==> src/rtl/tlul_pkg.sv <==
// TL-UL channel bundles shared by the arbiter and its neighbours.
// Field set is the 32-bit TL-UL subset used on this bus.
package tlul_pkg;

    localparam logic [2:0] PUT_FULL_DATA   = 3'd0;
    localparam logic [2:0] GET             = 3'd4;
    localparam logic [2:0] ACCESS_ACK      = 3'd0;
    localparam logic [2:0] ACCESS_ACK_DATA = 3'd1;

    typedef struct packed {
        logic        a_valid;
        logic [2:0]  a_opcode;
        logic [2:0]  a_param;
        logic [1:0]  a_size;
        logic [7:0]  a_source;
        logic [31:0] a_address;
        logic [3:0]  a_mask;
        logic [31:0] a_data;
        logic        d_ready;
    } tl_h2d_t;

    typedef struct packed {
        logic        d_valid;
        logic [2:0]  d_opcode;
        logic [2:0]  d_param;
        logic [1:0]  d_size;
        logic [7:0]  d_source;
        logic        d_sink;
        logic [31:0] d_data;
        logic        d_error;
        logic        a_ready;
    } tl_d2h_t;

endpackage

==> src/rtl/student_tlul_arb.sv <==
// N-host to 1-device TL-UL arbiter: round-robin A grant, in-order D return via a host-index FIFO.
// Latency: zero cycles both directions; A/D data paths are purely combinational.
// Backpressure: a_ready only to the granted host, withheld when tracking FIFO is full; define
// STUDENT_TLUL_ARB_FIXED_PRIO_EN for lowest-index-wins priority instead of round-robin.
module student_tlul_arb #(
    parameter int NUM   = 2,
    parameter int DEPTH = 2
) (
    input  logic              clk_i,
    input  logic              rst_ni,
    input  tlul_pkg::tl_h2d_t tl_host_i [NUM],
    output tlul_pkg::tl_d2h_t tl_host_o [NUM],
    output tlul_pkg::tl_h2d_t tl_device_o,
    input  tlul_pkg::tl_d2h_t tl_device_i
);

    localparam int IW = $clog2(NUM);
    localparam int PW = (DEPTH > 1) ? $clog2(DEPTH) : 1;
    localparam int CW = $clog2(DEPTH + 1);

    logic [IW-1:0] r_rr_ptr;
    logic          r_lock;
    logic [IW-1:0] r_lock_idx;
    logic [IW-1:0] r_fifo [DEPTH];
    logic [PW-1:0] r_wr_ptr;
    logic [PW-1:0] r_rd_ptr;
    logic [CW-1:0] r_count;

    logic [IW-1:0] w_search;
    logic          w_found;
    logic [IW-1:0] w_grant;
    logic          w_gnt_vld;
    logic [IW-1:0] w_head;
    logic [IW-1:0] w_next_rr;
    logic          w_full;
    logic          w_empty;
    logic          w_push;
    logic          w_pop;

    function automatic logic [PW-1:0] ptr_inc(input logic [PW-1:0] p);
        return (p == PW'(DEPTH - 1)) ? '0 : p + 1'b1;
    endfunction

    // In fixed-priority builds r_rr_ptr is pinned at 0, so the search always starts at host 0.
    always_comb begin
        w_search = r_rr_ptr;
        w_found  = 1'b0;
        for (int i = 0; i < NUM; i++) begin
            if (!w_found && tl_host_i[IW'((int'(r_rr_ptr) + i) % NUM)].a_valid) begin
                w_found  = 1'b1;
                w_search = IW'((int'(r_rr_ptr) + i) % NUM);
            end
        end
    end

    assign w_grant   = r_lock ? r_lock_idx : w_search;
    assign w_gnt_vld = tl_host_i[w_grant].a_valid;
    assign w_full    = (r_count == CW'(DEPTH));
    assign w_empty   = (r_count == '0);
    assign w_head    = r_fifo[r_rd_ptr];

`ifdef STUDENT_TLUL_ARB_FIXED_PRIO_EN
    assign w_next_rr = '0;
`else
    assign w_next_rr = (w_grant == IW'(NUM - 1)) ? '0 : w_grant + 1'b1;
`endif

    always_comb begin
        tl_device_o         = tl_host_i[w_grant];
        tl_device_o.a_valid = rst_ni && w_gnt_vld && !w_full;
        tl_device_o.d_ready = rst_ni && !w_empty && tl_host_i[w_head].d_ready;
        for (int i = 0; i < NUM; i++) begin
            tl_host_o[i]         = tl_device_i;
            tl_host_o[i].d_valid = rst_ni && !w_empty && (w_head == IW'(i)) && tl_device_i.d_valid;
            tl_host_o[i].a_ready = rst_ni && !w_full && (w_grant == IW'(i)) && tl_device_i.a_ready;
        end
    end

    assign w_push = tl_device_o.a_valid && tl_device_i.a_ready;
    assign w_pop  = tl_device_i.d_valid && tl_device_o.d_ready;

    // A presented-but-stalled beat pins the grant so the A channel stays stable until accepted.
    always_ff @(posedge clk_i or negedge rst_ni) begin
        if (!rst_ni) begin
            r_rr_ptr   <= '0;
            r_lock     <= 1'b0;
            r_lock_idx <= '0;
            r_wr_ptr   <= '0;
            r_rd_ptr   <= '0;
            r_count    <= '0;
        end else begin
            if (w_push) begin
                r_rr_ptr <= w_next_rr;
                r_lock   <= 1'b0;
                r_wr_ptr <= ptr_inc(r_wr_ptr);
            end else if (w_gnt_vld) begin
                r_lock     <= 1'b1;
                r_lock_idx <= w_grant;
            end
            if (w_pop) begin
                r_rd_ptr <= ptr_inc(r_rd_ptr);
            end
            if (w_push && !w_pop) begin
                r_count <= r_count + 1'b1;
            end else if (w_pop && !w_push) begin
                r_count <= r_count - 1'b1;
            end
        end
    end

    always_ff @(posedge clk_i) begin
        if (w_push) begin
            r_fifo[r_wr_ptr] <= w_grant;
        end
    end

`ifndef SYNTHESIS
    // A response with nothing outstanding has no owner; it is left unacknowledged.
    always_ff @(posedge clk_i) begin
        if (rst_ni) begin
            assert (!(tl_device_i.d_valid && w_empty));
        end
    end
`endif

endmodule
==> config.mk <==
export PLATFORM = sky130hd
export DESIGN_NAME = student_tlul_arb
export DESIGN_NICKNAME = d
export VERILOG_FILES = /design/src/rtl/tlul_pkg.sv /design/src/rtl/student_tlul_arb.sv
export SDC_FILE = /design/constraint.sdc
export NUM_CORES = 1
export LEC_CHECK = 0
export CAP_MARGIN = 20
export CORE_AREA = 2 2 161 163
export DETAILED_ROUTE_END_ITERATION = 12
export DIE_AREA = 0 0 163 165
export PLACE_DENSITY = 0.54
export SETUP_SLACK_MARGIN = 0.15
export SLEW_MARGIN = 20
export SYNTH_ARGS = -nofsm -noshare
export SYNTH_HDL_FRONTEND = slang
export SYNTH_SLANG_ARGS = --single-unit
==> constraint.sdc <==
create_clock -name clk_i -period 1.91 [get_ports clk_i]
set_input_delay 0.4775 -clock clk_i [delete_from_list [all_inputs] [get_ports clk_i]]
set_output_delay 0.4775 -clock clk_i [all_outputs]
set_load 0.05 [all_outputs]
==> results.py <==
metrics = {
    "sta": {
        "hold_viol_final": 0,
        "holdWs_ns": 0.289,
        "slew_headroom": 0.812,
        "setup_slack_ns": -0.277,
        "finalMaxSlewViolations": 0,
        "worstMarginPinSlew_ns": 0.281,
        "fmax_ghz": 0.457,
        "fin_skew_ns": 0.00326,
        "fin_crit_sh": 1.15,
        "setup_violations": 91,
        "layout_min_cycle_time_ns": 2.19,
        "rsz0062_at_grt": "true",
        "fin_setup_tns_ns": -20.00,
    },
    "synth": {
        "synth_top_area_frac": 0.417,
        "avgSynthCellArea_sq_um": 5.47,
        "yosysTopAreaCell": "nand2_1",
        "seq_area_frac_synth": 0.103,
        "yosys_warnings": 0,
        "syn_nets": 643,
        "synth_area_sq_um": 2280,
        "post_synth_num_cell_types": 26,
        "syn_inst": 416,
        "ys_ff_latch": 9,
        "synth.area.top_cells": "nand2_1, buf_4, dfrtp_1",
    },
    "critical_path": {
        "critPathKind": "flip-flop to primary output",
        "start_kind": "flip-flop",
        "rrSetupSlack_ns": -0.07,
        "crit_arrival_ns": 1.71,
        "r2r_start": "r_lock$_DFFE_PN0P_",
        "cp_max_fo": 5,
        "endpoint_kind": "primary output",
        "rr_worst_depth": 10,
        "worstPathRequired_ns": 1.43,
        "r2r_end": "r_count[1]$_DFFE_PN0P_",
    },
    "die": {
        "fp-row-count": 58,
        "top_level_ports": 416,
        "dieArea_sq_um": 26900,
        "start_util": 0.0910,
        "core-area_sq_um": 25000,
        "chipHeight_um": 165,
        "die_w_um": 163,
    },
    "place": {
        "dpl.cell_count": 924,
        "gp_congestion": 0.682,
        "placed_cell_area_sq_um": 5070,
        "io_buffers": 265,
        "hpwl_um": 8950,
        "place_worst_setup_slack_ns": -0.243,
    },
    "routing": {
        "firstDrtPassIters": 3,
        "drc": 0,
        "vias_per_cell": 3.50,
        "drtAntennaViolNets": 0,
        "route.detailed.wl_per_inst_um": 14.4,
        "vias": 3328,
        "first_iter_violations": 69,
        "totalWireLength_um": 13700,
    },
    "clocking": {
        "cts_tree": "built",
        "clk_path_buf_depth": 2,
        "cts_inserted_buffers": 3,
        "clock-sinks": 9,
        "cts-root-buf": "clkbuf_16",
        "clock_latency_ns": 0.23,
        "clkTransAtPathRegs_ns": 0.04,
        "ctsHoldBuffers": 0,
        "htree_levels": 1,
    },
    "global_routing": {
        "antenna_found_initial": 0,
        "grt_start_max_net_pins": 19,
        "grt-busiest-layer": "met2",
        "gr-usage-met3": 0.0399,
        "grt_overflow": 0,
        "track_usage": 0.0822,
        "use_met1": 0.0787,
        "use_met2": 0.155,
        "grt_pass1_wl_um": 16900,
        "grt_pass1_vias": 3154,
    },
    "pwr": {
        "power_mw": 13.6,
        "p_per_area_nw_per_um2": 1990,
        "vdd_drop_max_mv": 0.884,
        "leakagePower_nw": 3.02,
    },
    "worst_hold_path": {
        "hp-class": "primary input to async pin",
    },
    "cells_and_area": {
        "num_antenna_cells": 0,
        "drive_above_1_share": 0.563,
        "fin_cells": 950,
        "nets": 848,
        "fill_cells": 2648,
        "postLayoutCellArea_sq_um": 6810,
        "seqCellArea_sq_um": 236,
        "multi_input_area_sq_um": 2190,
        "final_core_util": 0.272,
        "syn2layout_area_growth_pct": 199,
    },
    "job": {
        "drv_cap": 0,
    },
    "status": {
        "status": "finished with violations",
        "violations": "negative setup slack",
    },
}
worst max-delay path by stage:
stage / slack [ns] / depth (start not counted) / start / endpoint
after global placement: -0.25 / 7 / rst_ni / r_count[1]$_DFFE_PN0P_
after global routing: -0.35 / 7 / r_lock$_DFFE_PN0P_ / tl_device_o[15]
after floorplan: 0.009 / 4 / r_lock$_DFFE_PN0P_ / tl_device_o[85]
final: -0.28 / 7 / r_lock$_DFFE_PN0P_ / tl_device_o[15]
after CTS: -0.29 / 7 / r_lock$_DFFE_PN0P_ / tl_device_o[40]
after detailed placement: -0.24 / 7 / rst_ni / r_count[1]$_DFFE_PN0P_
sequential cells by signal, summed over array words and instances, names as in the netlist:
signal,flops
r_wr_ptr,1
r_rr_ptr,1
r_rd_ptr,1
r_fifo,2
r_lock,1
r_lock_idx,1
r_count,2
per-layer routing:
layer	part of all wire	wire length, um
met1	0.34	4630
met2	0.52	7130
met3	0.11	1560
met4	0.028	388
met5	0	0
where the power goes:
part           switching [mW]  leakage (nW)  internal (mW)
Sequential             0.0875        0.0961          0.281
Clock                  0.0860        0.0382          0.278
Combinational            7.30          2.88           5.54
Total                    7.47          3.02           6.09
critical path, stage by stage, from the launching register on:
cell and delay [ns]:
dfrtp_1 0.40, mux2i_4 0.30, buf_8 0.18, buf_12 0.15, clkbuf_16 0.15, nand2_2 0.07, nand2_4 0.07, buf_8 0.14
placed cells by master (no fill, tap or decap), types with 2 or more instances in the layout:
master	synthesis	routed
mux2i_4	2	2
xor2_1	3	2
buf_8	0	73
a21oi_1	3	2
clkdlybuf4s50_1	0	173
nand2_2	0	91
buf_4	100	16
buf_6	0	30
clkbuf_16	0	8
o21ai_0	2	2
dfrtp_1	7	6
buf_16	0	7
inv_1	3	2
nor2_4	1	5
edfxtp_1	2	2
nand2_1	253	70
xnor2_1	2	2
nor2_2	0	3
nand2_4	0	92
buf_12	0	11
layout make-up:
| class | instances | share of cell area |
|---|---|---|
| Timing Repair inverter | 1 | 0.00165 |
| Sequential cell | 9 | 0.0347 |
| Multi-Input combinational cell | 285 | 0.322 |
| Tap cell | 330 | 0.0607 |
| Clock buffer | 4 | 0.0116 |
| Timing Repair Buffer | 317 | 0.565 |
| Inverter | 4 | 0.00460 |
synth_stat cells:
cell / n
nand3_1: 1
nand2b_1: 1
a21oi_1: 3
o21ai_0: 2
buf_4: 100
dfrtp_1: 7
inv_4: 1
mux2i_4: 2
or2_1: 1
o211ai_1: 1
mux2i_1: 2
o21ai_1: 1
xor2_1: 3
clkbuf_1: 8
buf_2: 10
inv_1: 3
edfxtp_1: 2
a41oi_1: 1
nor3_1: 1
nor2_4: 1
a21bo_1: 1
xnor2_1: 2
ha_1: 1
nand2_1: 253
nor2_1: 7
and2_1: 1
cells by family (layout without fill, tap and decap cells):
kind of cell,after synthesis,after routing,synth area share
buffers and inverters,122,326,0.373
DFF,9,9,0.103
adders and majority gates,1,1,0.00549
and+or+nand+nor,266,266,0.446
xor gates and xnor gates,5,5,0.0192
AOI/OAI and AO/OA,9,9,0.0247
muxes,4,4,0.0286
what timing repair did:
| action | 4_1_cts | 5_1_grt |
|---|---|---|
| setup buffers | 7 | 2 |
| resized for setup | 240 | 121 |
| cloned | 7 | 6 |
| pin swaps | 36 | 56 |
| endpoints found under the setup margin | 94 | 96 |
Power figures use the tool's default switching activity.
